$ cat src/rtl/truth_table_characterizer.sv
// Sweeps a 3-input block through rows 0..7 and reads back its 8-bit truth-table code.
// Latency: done 8*(SETTLE_CYCLES+SAMPLE_CYCLES)+1 cycles after start; start ignored while busy, abort ends a sweep.
module truth_table_characterizer #(
  parameter int SETTLE_CYCLES = 4,
  parameter int SAMPLE_CYCLES = 2,
  parameter int SYNC_STAGES   = 2
) (
  input  logic       clk,
  input  logic       rst_n,
  input  logic       start,
  input  logic       abort,
  input  logic [7:0] expected,
  output logic [2:0] stim_out,
  input  logic       dut_out,
  output logic       busy,
  output logic       done,
  output logic [7:0] table_code,
  output logic [7:0] unstable,
  output logic       match
);

  localparam int CNT_MAX = (SETTLE_CYCLES > SAMPLE_CYCLES) ? SETTLE_CYCLES : SAMPLE_CYCLES;
  localparam int CNT_W   = $clog2(CNT_MAX) + 1;
  localparam logic [CNT_W-1:0] SETTLE_LD = CNT_W'(SETTLE_CYCLES - 1);
  localparam logic [CNT_W-1:0] SAMPLE_LD = CNT_W'(SAMPLE_CYCLES - 1);

  typedef enum logic [1:0] {IDLE, SETTLE, SAMPLE, DONE} state_t;

  state_t                 state_q, state_d;
  logic [CNT_W-1:0]       cnt_q;
  logic [2:0]             row_q;
  logic [SYNC_STAGES-1:0] sync_q;
  logic                   ref_q;
  logic [7:0]             exp_q;
  logic                   smp;
  logic [2:0]             bit_idx;

  assign smp     = sync_q[SYNC_STAGES-1];
  assign bit_idx = 3'd7 - row_q;

  // dut_out may come from an unclocked block, so it is only ever read through this chain
  always_ff @(posedge clk or negedge rst_n) begin
    if (!rst_n) begin
      sync_q <= '0;
    end else begin
      sync_q[0] <= dut_out;
      for (int i = 1; i < SYNC_STAGES; i++) sync_q[i] <= sync_q[i-1];
    end
  end

  always_ff @(posedge clk or negedge rst_n) begin
    if (!rst_n) state_q <= IDLE;
    else        state_q <= state_d;
  end

  always_comb begin
    state_d = state_q;
    case (state_q)
      IDLE:    if (start && !abort) state_d = SETTLE;
      SETTLE: begin
        if (abort)              state_d = IDLE;
        else if (cnt_q == '0)   state_d = SAMPLE;
      end
      SAMPLE: begin
        if (abort)              state_d = IDLE;
        else if (cnt_q == '0)   state_d = (row_q == 3'd7) ? DONE : SETTLE;
      end
      DONE:    state_d = IDLE;
      default: state_d = IDLE;
    endcase
  end

  always_ff @(posedge clk or negedge rst_n) begin
    if (!rst_n) begin
      cnt_q      <= '0;
      row_q      <= '0;
      ref_q      <= 1'b0;
      exp_q      <= '0;
      stim_out   <= '0;
      busy       <= 1'b0;
      done       <= 1'b0;
      table_code <= '0;
      unstable   <= '0;
      match      <= 1'b0;
    end else begin
      done <= 1'b0;
      case (state_q)
        IDLE: begin
          if (start && !abort) begin
            exp_q      <= expected;
            table_code <= '0;
            unstable   <= '0;
            match      <= 1'b0;
            row_q      <= '0;
            stim_out   <= '0;
            busy       <= 1'b1;
            cnt_q      <= SETTLE_LD;
          end
        end
        SETTLE: begin
          if (abort) begin
            stim_out <= '0;
            busy     <= 1'b0;
            match    <= 1'b0;
          end else if (cnt_q == '0) begin
            cnt_q <= SAMPLE_LD;
          end else begin
            cnt_q <= cnt_q - 1'b1;
          end
        end
        SAMPLE: begin
          if (abort) begin
            stim_out <= '0;
            busy     <= 1'b0;
            match    <= 1'b0;
          end else begin
            // first sample of the row is the reference the rest must agree with
            if (cnt_q == SAMPLE_LD)  ref_q <= smp;
            else if (smp != ref_q)   unstable[bit_idx] <= 1'b1;
            if (cnt_q == '0) begin
              table_code[bit_idx] <= smp;
              if (row_q != 3'd7) begin
                row_q    <= row_q + 3'd1;
                stim_out <= row_q + 3'd1;
                cnt_q    <= SETTLE_LD;
              end
            end else begin
              cnt_q <= cnt_q - 1'b1;
            end
          end
        end
        DONE: begin
          done     <= 1'b1;
          busy     <= 1'b0;
          stim_out <= '0;
          match    <= (table_code == exp_q) && (unstable == 8'h00);
        end
        default: ;
      endcase
    end
  end

endmodule

$ cat config.mk
export PLATFORM = sky130hd
export DESIGN_NAME = truth_table_characterizer
export DESIGN_NICKNAME = d
export VERILOG_FILES = /design/src/rtl/truth_table_characterizer.sv
export SDC_FILE = /design/constraint.sdc
export NUM_CORES = 1
export LEC_CHECK = 0
export ABC_AREA = 1
export CORE_ASPECT_RATIO = 0.7
export CORE_MARGIN = 4
export CORE_UTILIZATION = 53
export DETAILED_ROUTE_END_ITERATION = 6
export HOLD_SLACK_MARGIN = 0.08
export PLACE_DENSITY = 0.81
export SYNTH_ARGS = -nofsm -noshare
export SYNTH_HDL_FRONTEND = slang
export SYNTH_SLANG_ARGS = --single-unit
$ cat constraint.sdc
create_clock -name clk -period 4.4 [get_ports clk]
set_input_delay 0.88 -clock clk [delete_from_list [all_inputs] [get_ports clk]]
set_output_delay 0.88 -clock clk [all_outputs]
set_load 0.01 [all_outputs]
==> results.cfg <==
[logic_synthesis]
synth_edf_count = 0
syn_area_per_cell_sq_um = 7.211
synth_xor_xnor_area_share = 0
yosysMostFrequentCell = nand2_1
syn_area_sq_um = 2372
yosys.area.top_type = dfrtp_1
async_flop_share = 1.000
yosys_warnings = 0
syn-num-nets = 349
synth_ff_type = dfrtp_1
synthAdderAreaFrac = 0.03692
synth_cells = 329
synthTopCellsByArea = dfrtp_1 (43%), nand2_1 (18%), nand3_1 (9.3%)
synth.top_cell.area_share = 0.4325
synth_compound_area_frac = 0.06118
synth.area.mux_share = 0
yosys-top-cells-count = nand2_1 (113), nand3_1 (44), dfrtp_1 (41)
synthSimpleGateAreaFrac = 0.3776
synth.distinct_cells = 22
synth_top_family_by_area = simple AND/OR/NAND/NOR gates
ys_ff_latch = 41
ys_seq_area_frac = 0.4325

[detailed_routing]
wl_per_cell_um = 11.94
via_per_inst = 5.005
drt_pass1_iterations = 4
drtIter0Drc = 145
dr_wl_met2_mm = 1.972
antenna_left = 0
top_layer_used = met4
route.vias.total = 2102
m1WireLength_mm = 2.609
wirelength_mm = 5.016
drc_errors = 0
route.met3.wl_um = 383

[timing]
fin_setup_tns_ns = 0
setup_viol_count_final = 0
tightest_slew_ns = 0.9027
rsz0062_at_grt = false
relSlewSlack = 0.3982
post-route-period-util = 0.5248
fmax_mhz = 433.1
slew_violations = 0
hold_slack_ns = 0.3602
clock_skew_ns = 0.007040
hold_violations = 0
period_needed_ns = 2.309

[cts]
cts_setup_buffers = 0
numCtsBuffers = 5
clk_pin_slew_ns = 0.08
holdBufCountCts = 0
root_buffer = clkbuf_8
cts_max_level = 2
cts_tree = done
cts_resized = 0
clock-sinks = 41
clk_latency_ns = 0.29
clockBufferDepth = 2

[power]
p_total_mw = 1.431
p_per_area_nw_per_um2 = 509.3
p_int_uw = 799.8
seqPwrFrac = 0.358
p_sw_uw = 631.4
pwr-share-comb = 0.479
clkPwrFrac = 0.163
irDropWorstVdd_mv = 0.2764
p_sw_frac = 0.4412
power.leakage_nw = 1.431

[placed_design]
placed_cells = 412
io_buffers = 34
routabilityCongestion = 0.8209
dp_hpwl_mm = 3.785

[hold_path]
hold_start = sync_q[0]$_DFF_PN0_
hp-class = flip-flop to flip-flop

[flow_run]
cap_violations = 0

[global_route]
antenna_found_initial = 0
track_usage = 0.1985
grt_max_degree = 42
grt_pass1_vias = 1922
grt_overflow = 0
grt_pass1_wl_mm = 8.749

[worst_setup_path]
required_ns = 4.63
cp-end-kind = flip-flop
cp-start-kind = flip-flop
cp-startpoint = state_q[0]$_DFFE_PN0P_
arrival_ns = 2.54
worstPathMaxFanout = 20
path_class = flip-flop to flip-flop
reg2reg_from = state_q[0]$_DFFE_PN0P_

[die]
die_w_um = 87.97
rows = 20
fp.dieH_um = 63.98
pin_count = 35
core_sq_um = 4329
die-area_sq_um = 5628
initial_utilization = 0.5480

[cells_and_area]
diodes = 0
syn_to_final_growth_pct = 18.46
fin_cells = 420
layout.nets = 384
final_layout_size_suffix_gt1_frac = 0.07397

[run_status]
status = completed
critical path, cell delays in order, from the launching register on:
cell and delay, ns:
dfrtp_1 0.42, inv_1 0.12, ha_1 0.76, o21ai_2 0.24, inv_2 0.08, nand2_1 0.05, nor2_2 0.33, nand3_1 0.13
nand2_1 0.09
sequential cells by signal (all words and copies together), names as in the netlist:
register and count:
unstable 8, done 1, table_code 8, busy 1, cnt_q 3, row_q 3
exp_q 8, stim_out 3, sync_q 2, ref_q 1, state_q 2, match 1
cell usage in the layout, fill, tap and decap left out:
cell / netlist / routed
a21oi_1: 16 / 16
buf_2: 3 / 1
clkbuf_1: 0 / 1
clkbuf_8: 0 / 5
clkdlybuf4s50_1: 0 / 33
clkinv_1: 1 / 1
clkinv_2: 0 / 2
dfrtp_1: 41 / 41
ha_1: 7 / 7
inv_1: 39 / 39
inv_2: 5 / 5
nand2_1: 113 / 113
nand2_2: 4 / 4
nand2_4: 3 / 3
nand3_1: 44 / 44
nand3_2: 1 / 1
nand3b_1: 1 / 1
nor2_1: 25 / 25
nor2_2: 2 / 2
nor2_8: 1 / 1
nor3_1: 8 / 8
o211ai_1: 1 / 1
o21ai_0: 8 / 8
o21ai_2: 2 / 2
or2_4: 1 / 1
final timing paths:
| check | slack (ns) | depth (start not counted) | endpoint |
|---|---|---|---|
| min in group asynchronous | 0.70 | 1 | busy$_DFFE_PN0P_ |
| setup reg to reg | 2.09 | 8 | table_code[0]$_DFFE_PN0P_ |
| max in group asynchronous | 3.14 | 1 | exp_q[7]$_DFFE_PN0P_ |
| setup / recovery | 2.09 | 8 | table_code[0]$_DFFE_PN0P_ |
| hold reg to reg | 0.36 | 0 | sync_q[1]$_DFF_PN0_ |
| hold / removal | 0.36 | 0 | sync_q[1]$_DFF_PN0_ |
stage by stage:
step	cell area, sq um	utilization	setup slack (ns)
global route	2810	0.6491	1.877
detailed placement	2728	0.6301	1.982
finish	2810	0.6491	2.091
global placement	2728	0.6301	2.002
floorplan	2372	-	2.704
CTS	2810	0.6491	2.086
logic make-up (layout without fill, tap and decap cells):
kind of cell	count (synthesis)	count (layout)
fa+ha+maj	7	7
simple gates	203	203
flops	41	41
compound gates	27	27
buf+inv	51	87
final cells by class:
cell class,count,area [sq um]
inverter,45,168.9
sequential,41,1026
timing repair buffer,34,335.3
fill,384,1519
multi-input combinational,237,1129
clock buffer,6,72.57
clock inverter,2,10.01
tap,55,68.82
power by group through the flow:
stage | Clock [mW] | Combinational, mW | Sequential, mW
3_3_place_gp | 0 | 0.667 | 0.515
2_1_floorplan | 0 | 0.555 | 0.514
5_1_grt | 0.260 | 0.790 | 0.522
6_report | 0.234 | 0.685 | 0.512
3_5_place_dp | 0 | 0.685 | 0.518
4_1_cts | 0.243 | 0.688 | 0.511
per-layer routing:
metal,track usage,up-vias
met3,0.04639,7
met4,0.05364,0
met2,0.2801,61
met1,0.3026,932
li1,-,1102
met5,0,-
Power figures use the tool's default switching activity.
==> RTL change 1 (same flow settings) <==
Register the inputs `start`, `abort`, `expected` and `dut_out` before use. The logic sees them one clock later. Comments in the files are not updated.
--- a/src/rtl/truth_table_characterizer.sv
+++ b/src/rtl/truth_table_characterizer.sv
@@ -28,2 +28,14 @@
 
+  logic start_q;
+  logic abort_q;
+  logic [7:0] expected_q;
+  logic dut_out_q;
+
+  always_ff @(posedge clk) begin
+    start_q    <= start;
+    abort_q    <= abort;
+    expected_q <= expected;
+    dut_out_q  <= dut_out;
+  end
+
   state_t                 state_q, state_d;
@@ -45,3 +57,3 @@
     end else begin
-      sync_q[0] <= dut_out;
+      sync_q[0] <= dut_out_q;
       for (int i = 1; i < SYNC_STAGES; i++) sync_q[i] <= sync_q[i-1];
@@ -58,5 +70,5 @@
     case (state_q)
-      IDLE:    if (start && !abort) state_d = SETTLE;
+      IDLE:    if (start_q && !abort_q) state_d = SETTLE;
       SETTLE: begin
-        if (abort)              state_d = IDLE;
+        if (abort_q)              state_d = IDLE;
         else if (cnt_q == '0)   state_d = SAMPLE;
@@ -64,3 +76,3 @@
       SAMPLE: begin
-        if (abort)              state_d = IDLE;
+        if (abort_q)              state_d = IDLE;
         else if (cnt_q == '0)   state_d = (row_q == 3'd7) ? DONE : SETTLE;
@@ -88,4 +100,4 @@
         IDLE: begin
-          if (start && !abort) begin
-            exp_q      <= expected;
+          if (start_q && !abort_q) begin
+            exp_q      <= expected_q;
             table_code <= '0;
@@ -100,3 +112,3 @@
         SETTLE: begin
-          if (abort) begin
+          if (abort_q) begin
             stim_out <= '0;
@@ -111,3 +123,3 @@
         SAMPLE: begin
-          if (abort) begin
+          if (abort_q) begin
             stim_out <= '0;
Check against the original RTL: not equivalent (Yosys sat finds a counterexample within 4 cycles, from zero or initial values and one cycle with rst_n low).
==> RTL change 1 against the original RTL <==
First-iteration DRC count up 38%; sequential power is 21% higher; die area up 7.6%; sequential share of layout area rose by 4.8 points; final cell count up 1.4%; total power increased by 6.6%; worst setup slack worse by 390 ps; design area up 7.3%; synthesized area increased by 8.5%; via count up 6.6%; routed wire length is 13% higher; sequential cell count is 11 higher; combinational power shrank 9.2%.
==> RTL change 1: results (changes against the original RTL) <==
Parameter                              Value

Status
  Outcome ... finished, final reports clean (unchanged)

Critical path
  Crit Reg-Reg Startpoint ... state_q[0] (unchanged)
  Setup Crit Path Kind ... reg2reg (unchanged)
  Cell class contributing the biggest share of worst-path delay ... simple AND/OR/NAND/NOR gates (was adder cells)
  Critical-path top delay cell ... ha_1 (unchanged)
  Maximum single-stage delay on the critical path ... 660 ps (was 760 ps)

Cells and area
  Share of cells above drive strength 1 ... 0.06469 (was 0.07397)
  Diodes inserted ... 0 (unchanged)
  Count of fill cells added during filler insertion ... 387 (was 384)
  Post-layout net count ... 389 (was 384)

Global route
  Global-route wire length before repair ... 9.839 mm (was 8.749 mm)
  Initial antenna violation count ... 0 (unchanged)
  Via count of the first global-routing pass ... 2138 (was 1922)
  Largest net degree at the start of global routing ... 42 (unchanged)
  GRT Total Usage ... 0.2044 (was 0.1985)

Synth
  Net count after synthesis ... 355 (was 349)
  Cell types with the largest area share after synthesis ... dfrtp_1 40%, nand2_1 16%, dfxtp_1 8.6% (was dfrtp_1 43%, nand2_1 18%, nand3_1 9.3%)
  Synth top cells by count ... 111 x nand2_1, 42 x nand3_1, 41 x dfrtp_1, 36 x inv_1, 26 x nor2_1 (was 113 x nand2_1, 44 x nand3_1, 41 x dfrtp_1, 39 x inv_1, 25 x nor2_1)
  Count of different cell masters after synthesis ... 24 (was 22)
  Share of synthesized registers carrying an async set or reset ... 0.7885 (was 1.000)
  Part of the Yosys area used for sequential elements ... 0.4840 (was 0.4325)

Timing
  Normalized max-slew margin ... 0.3832 (was 0.3982)
  Setup Skew ... 7.920 ps (was 7.040 ps)

Clock tree
  Root cell of the clock tree ... clkbuf_8 (unchanged)
  Clock Latency Late Sink ... 310 ps (was 290 ps)
  Level count of the clock H-tree ... 2 (unchanged)
  Post-cts resize count ... 0 (unchanged)
  Number of buffers inserted by post-CTS setup repair ... 0 (unchanged)
  Clk pin slew, worst setup/hold paths ... 90 ps
  Number of clock buffers inserted by TritonCTS ... 5 (unchanged)

Drt
  Per-cell via count in the routed design ... 5.261 (was 5.005)
  Starting DRT DRC Count ... 200 (was 145)
  Aggregate routed wire length ... 5.644 mm (was 5.016 mm)
  DR pass1 iterations ... 5 (was 4)

Min path
  Hold path startpoint ... dut_out_q (was sync_q[0])
  Type of the tightest min-delay check ... reg2reg (unchanged)

Power and ir drop
  Leak Pwr ... 1.503 nW (was 1.431 nW)
  Peak supply drop ... 0.0002553 V (was 0.0002764 V)

Placement
  Port bufs ... 34 (unchanged)
  Hpwl dp ... 4.180 mm (was 3.785 mm)
  Global placement routability congestion ... 0.8277 (was 0.8209)
[RTL change 1: routing by layer]
metal,wire length [µm],global-route usage
met5,0,0
met4,51,0.06579
met3,440,0.05688
met2,2430,0.3144
met1,2723,0.2804
[RTL change 1: path summary, 6_finish.rpt]
path                                       to  slack [ps]  depth (start not counted)
worst max-delay path            table_code[4]        1700                          8
worst min-delay path                sync_q[0]         330                          0
worst max register to register  table_code[4]        1700                          8
worst min register to register      sync_q[0]         330                          0
max in group asynchronous          state_q[1]        3120                          1
min in group asynchronous            cnt_q[1]         710                          1
[RTL change 1: through the flow]
stage / cells / instance area, µm² / setup slack, ps
3_5_place_dp: 418 / 2923 / 1796
2_1_floorplan: 336 / 2575 / 2840
3_3_place_gp: 418 / 2923 / 1953
4_1_cts: 426 / 3017 / 1772
5_1_grt: 426 / 3017 / 1478
6_report: 426 / 3017 / 1698
[RTL change 1: cells by family (layout without fill, tap and decap cells)]
| logic type | count (synthesis) | after routing | share of synthesized area |
|---|---|---|---|
| compound gates | 27 | 27 | 0.05345 |
| simple gates | 201 | 201 | 0.3469 |
| fa+ha+maj | 6 | 6 | 0.02915 |
| xor+xnor | 1 | 1 | 0.003402 |
| buf+inv | 49 | 84 | 0.08309 |
| flops | 52 | 52 | 0.4840 |
[RTL change 1: layout make-up]
type,instances,share of cell area
flip-flops and latches,52,0.4131
multi-input cells,235,0.3696
repair buffers,34,0.1112
inverters,42,0.05226
clock buffers,7,0.02862
well taps,55,0.02281
clock inverters,1,0.002489
[RTL change 1: report_power, final]
group          leakage (nW)  switching, mW  total [mW]  internal (mW)
Combinational         0.833          0.411       0.622          0.211
Clock                0.0445          0.154       0.282          0.128
Sequential            0.626         0.0607       0.621          0.560
==> RTL change 2 (same settings) <==
Without the edit above. Change the parameter `SETTLE_CYCLES` from 4 to 2.
--- a/src/rtl/truth_table_characterizer.sv
+++ b/src/rtl/truth_table_characterizer.sv
@@ -3,3 +3,3 @@
 module truth_table_characterizer #(
-  parameter int SETTLE_CYCLES = 4,
+  parameter int SETTLE_CYCLES = 2,
   parameter int SAMPLE_CYCLES = 2,
Behaviour: not the same (a bounded check fails within 10 cycles, from zero or initial values and one cycle with rst_n low).
==> RTL change 2 against the original RTL <==
Non-clock buffer count unchanged; die area decreased by 5.1%; total power about the same; sequential power decreased by 2%; routed wire length decreased by 4.7%; clock skew about the same; design area decreased by 4.3%; synthesized area decreased by 5.7%; global-route usage decreased by 0.088 points; highest routed layer unchanged; worst setup slack got worse by 120 ps; via count decreased by 6.9%; sequential cell count decreased by 1.
==> RTL change 2: results (changes against the original RTL) <==
Parameter                              Value

Placement
  Global placement routability congestion ... 0.8885 (was 0.8209)
  Hpwl dp ... 3.481 mm (was 3.785 mm)

Synth
  Primary FF master, synth ... dfrtp_1 (unchanged)
  Net count after synthesis ... 320 (was 349)
  Part of the Yosys area used for sequential elements ... 0.4477 (was 0.4325)
  Share of synthesized registers carrying an async set or reset ... 1.000 (unchanged)
  Cell types with the largest area share after synthesis ... dfrtp_1 45%, nand2_1 17%, nand3_1 6.3% (was dfrtp_1 43%, nand2_1 18%, nand3_1 9.3%)
  Area fraction of the dominant cell type after synthesis ... 0.4477 (was 0.4325)
  Synth top cells by count ... 102 x nand2_1, 40 x dfrtp_1, 37 x inv_1, 28 x nand3_1, 23 x nor2_1 (was 113 x nand2_1, 44 x nand3_1, 41 x dfrtp_1, 39 x inv_1, 25 x nor2_1)
  Count of different cell masters after synthesis ... 21 (was 22)

Drt
  DR WL/cell ... 12.35 µm (was 11.94 µm)
  Starting DRT DRC Count ... 168 (was 145)
  DR pass1 iterations ... 5 (was 4)
  Total via count in the routed design ... 1956 (was 2102)

Critical path
  CP max FO ... 24 (was 20)
  Endpoint of the most critical register-to-register path ... row_q[1] (was table_code[0])
  R2R setup slack ... 1970 ps (was 2090 ps)
  WP data arrival ... 2620 ps (was 2540 ps)

Power and ir drop
  Sw frac ... 0.4275 (was 0.4412)
  Peak supply drop ... 0.0003788 V (was 0.0002764 V)
  Leak Pwr ... 1.354 nW (was 1.431 nW)

Global route
  Global-route wire length before repair ... 8.590 mm (was 8.749 mm)
  Largest net degree at the start of global routing ... 41 (was 42)
  GRT Total Usage ... 0.1977 (was 0.1985)
  Via count of the first global-routing pass ... 1883 (was 1922)
  GRT met2 Usage ... 0.2878 (was 0.2801)
  Global-route met3 utilization ... 0.04491 (was 0.04639)
  Global routing usage on met1 ... 0.2950 (was 0.3026)

Cells and area
  Count of fill cells added during filler insertion ... 337 (was 384)
  Post-layout net count ... 354 (was 384)
  Share of cells above drive strength 1 ... 0.08955 (was 0.07397)
  Diodes inserted ... 0 (unchanged)

Timing
  Setup Skew ... 6.747 ps (was 7.040 ps)
  Slew of the pin with the lowest slew margin ... 862.3 ps (was 902.7 ps)

Min path
  End of the worst hold path ... sync_q[1] (unchanged)

Clock tree
  Root cell of the clock tree ... clkbuf_8 (unchanged)
  Level count of the clock H-tree ... 2 (unchanged)
  Post-cts resize count ... 0 (unchanged)

Status
  Outcome ... finished, final reports clean (unchanged)
## RTL change 2: changes by cell type in the layout (fill, tap and decap cells not counted), sizes merged, moves of 2 or more
cell,delta
o21ai,+15
inv,-3
clkinv,-2
nand3,-17
nor2,-3
nand2,-12
a21oi,-7
## RTL change 2: area by class of cell
| cell class | instances | area share |
|---|---|---|
| timing repair buffer | 34 | 0.1247 |
| inverter | 41 | 0.05817 |
| clock inverter | 2 | 0.01303 |
| clock buffer | 6 | 0.02699 |
| sequential | 40 | 0.3723 |
| multi-input combinational | 212 | 0.3806 |
| tap | 52 | 0.02420 |
## RTL change 2: how the worst max path moves through the flow
| stage | slack [ps] | start | cells past startpoint | end |
|---|---|---|---|---|
| 2_1_floorplan | 2730 | abort | 9 | unstable[6] |
| 3_3_place_gp | 1800 | abort | 9 | row_q[1] |
| 3_5_place_dp | 1750 | abort | 9 | row_q[1] |
| 4_1_cts | 1980 | state_q[0] | 8 | row_q[1] |
| 5_1_grt | 1710 | state_q[0] | 8 | table_code[3] |
| 6_report | 1970 | state_q[0] | 8 | row_q[1] |
## RTL change 2: logic make-up after synthesis
kind of cell / Yosys count / share of synthesized area
buffers and inverters: 48 / 0.09457
and+or+nand+nor: 169 / 0.3195
AOI/OAI and AO/OA: 36 / 0.09905
adders and majority gates: 7 / 0.03917
DFF: 40 / 0.4477
## RTL change 2: worst max-delay path: stages (launching register included)
cell and delay [ps]:
dfrtp_1 410, inv_1 100, ha_1 490, inv_1 430, o21ai_2 110, nor2_2 530, nand2_2 130, nand2_1 100
nand2_1 50
## RTL change 2: stage by stage
step / hold slack [ps] / worst slack (ps) / power, mW / std cells / area, µm²
2_1_floorplan: 331.2 / 2734 / 1.032 / 300 / 2236
3_3_place_gp: 334.6 / 1803 / 1.121 / 379 / 2581
3_5_place_dp: 345.1 / 1747 / 1.140 / 379 / 2581
4_1_cts: 362.8 / 1976 / 1.437 / 387 / 2689
5_1_grt: 380.6 / 1709 / 1.552 / 387 / 2689
6_report: 357.6 / 1968 / 1.432 / 387 / 2689
## RTL change 2: power groups by stage
| stage | registers, mW | logic, mW | clock network (mW) |
|---|---|---|---|
| 4_1_cts | 0.501 | 0.637 | 0.299 |
| 3_3_place_gp | 0.504 | 0.618 | 0 |
| 6_report | 0.502 | 0.639 | 0.291 |
| 3_5_place_dp | 0.508 | 0.632 | 0 |
| 2_1_floorplan | 0.503 | 0.529 | 0 |
| 5_1_grt | 0.513 | 0.723 | 0.315 |
## RTL change 2: per-layer routing
| layer | vias up | routed length, µm | part of all wire |
|---|---|---|---|
| li1 | 1016 | - | - |
| met5 | - | 0 | 0 |
| met1 | 885 | 2458 | 0.51 |
| met3 | 4 | 273 | 0.057 |
| met2 | 51 | 2020 | 0.42 |
| met4 | 0 | 29 | 0.0061 |
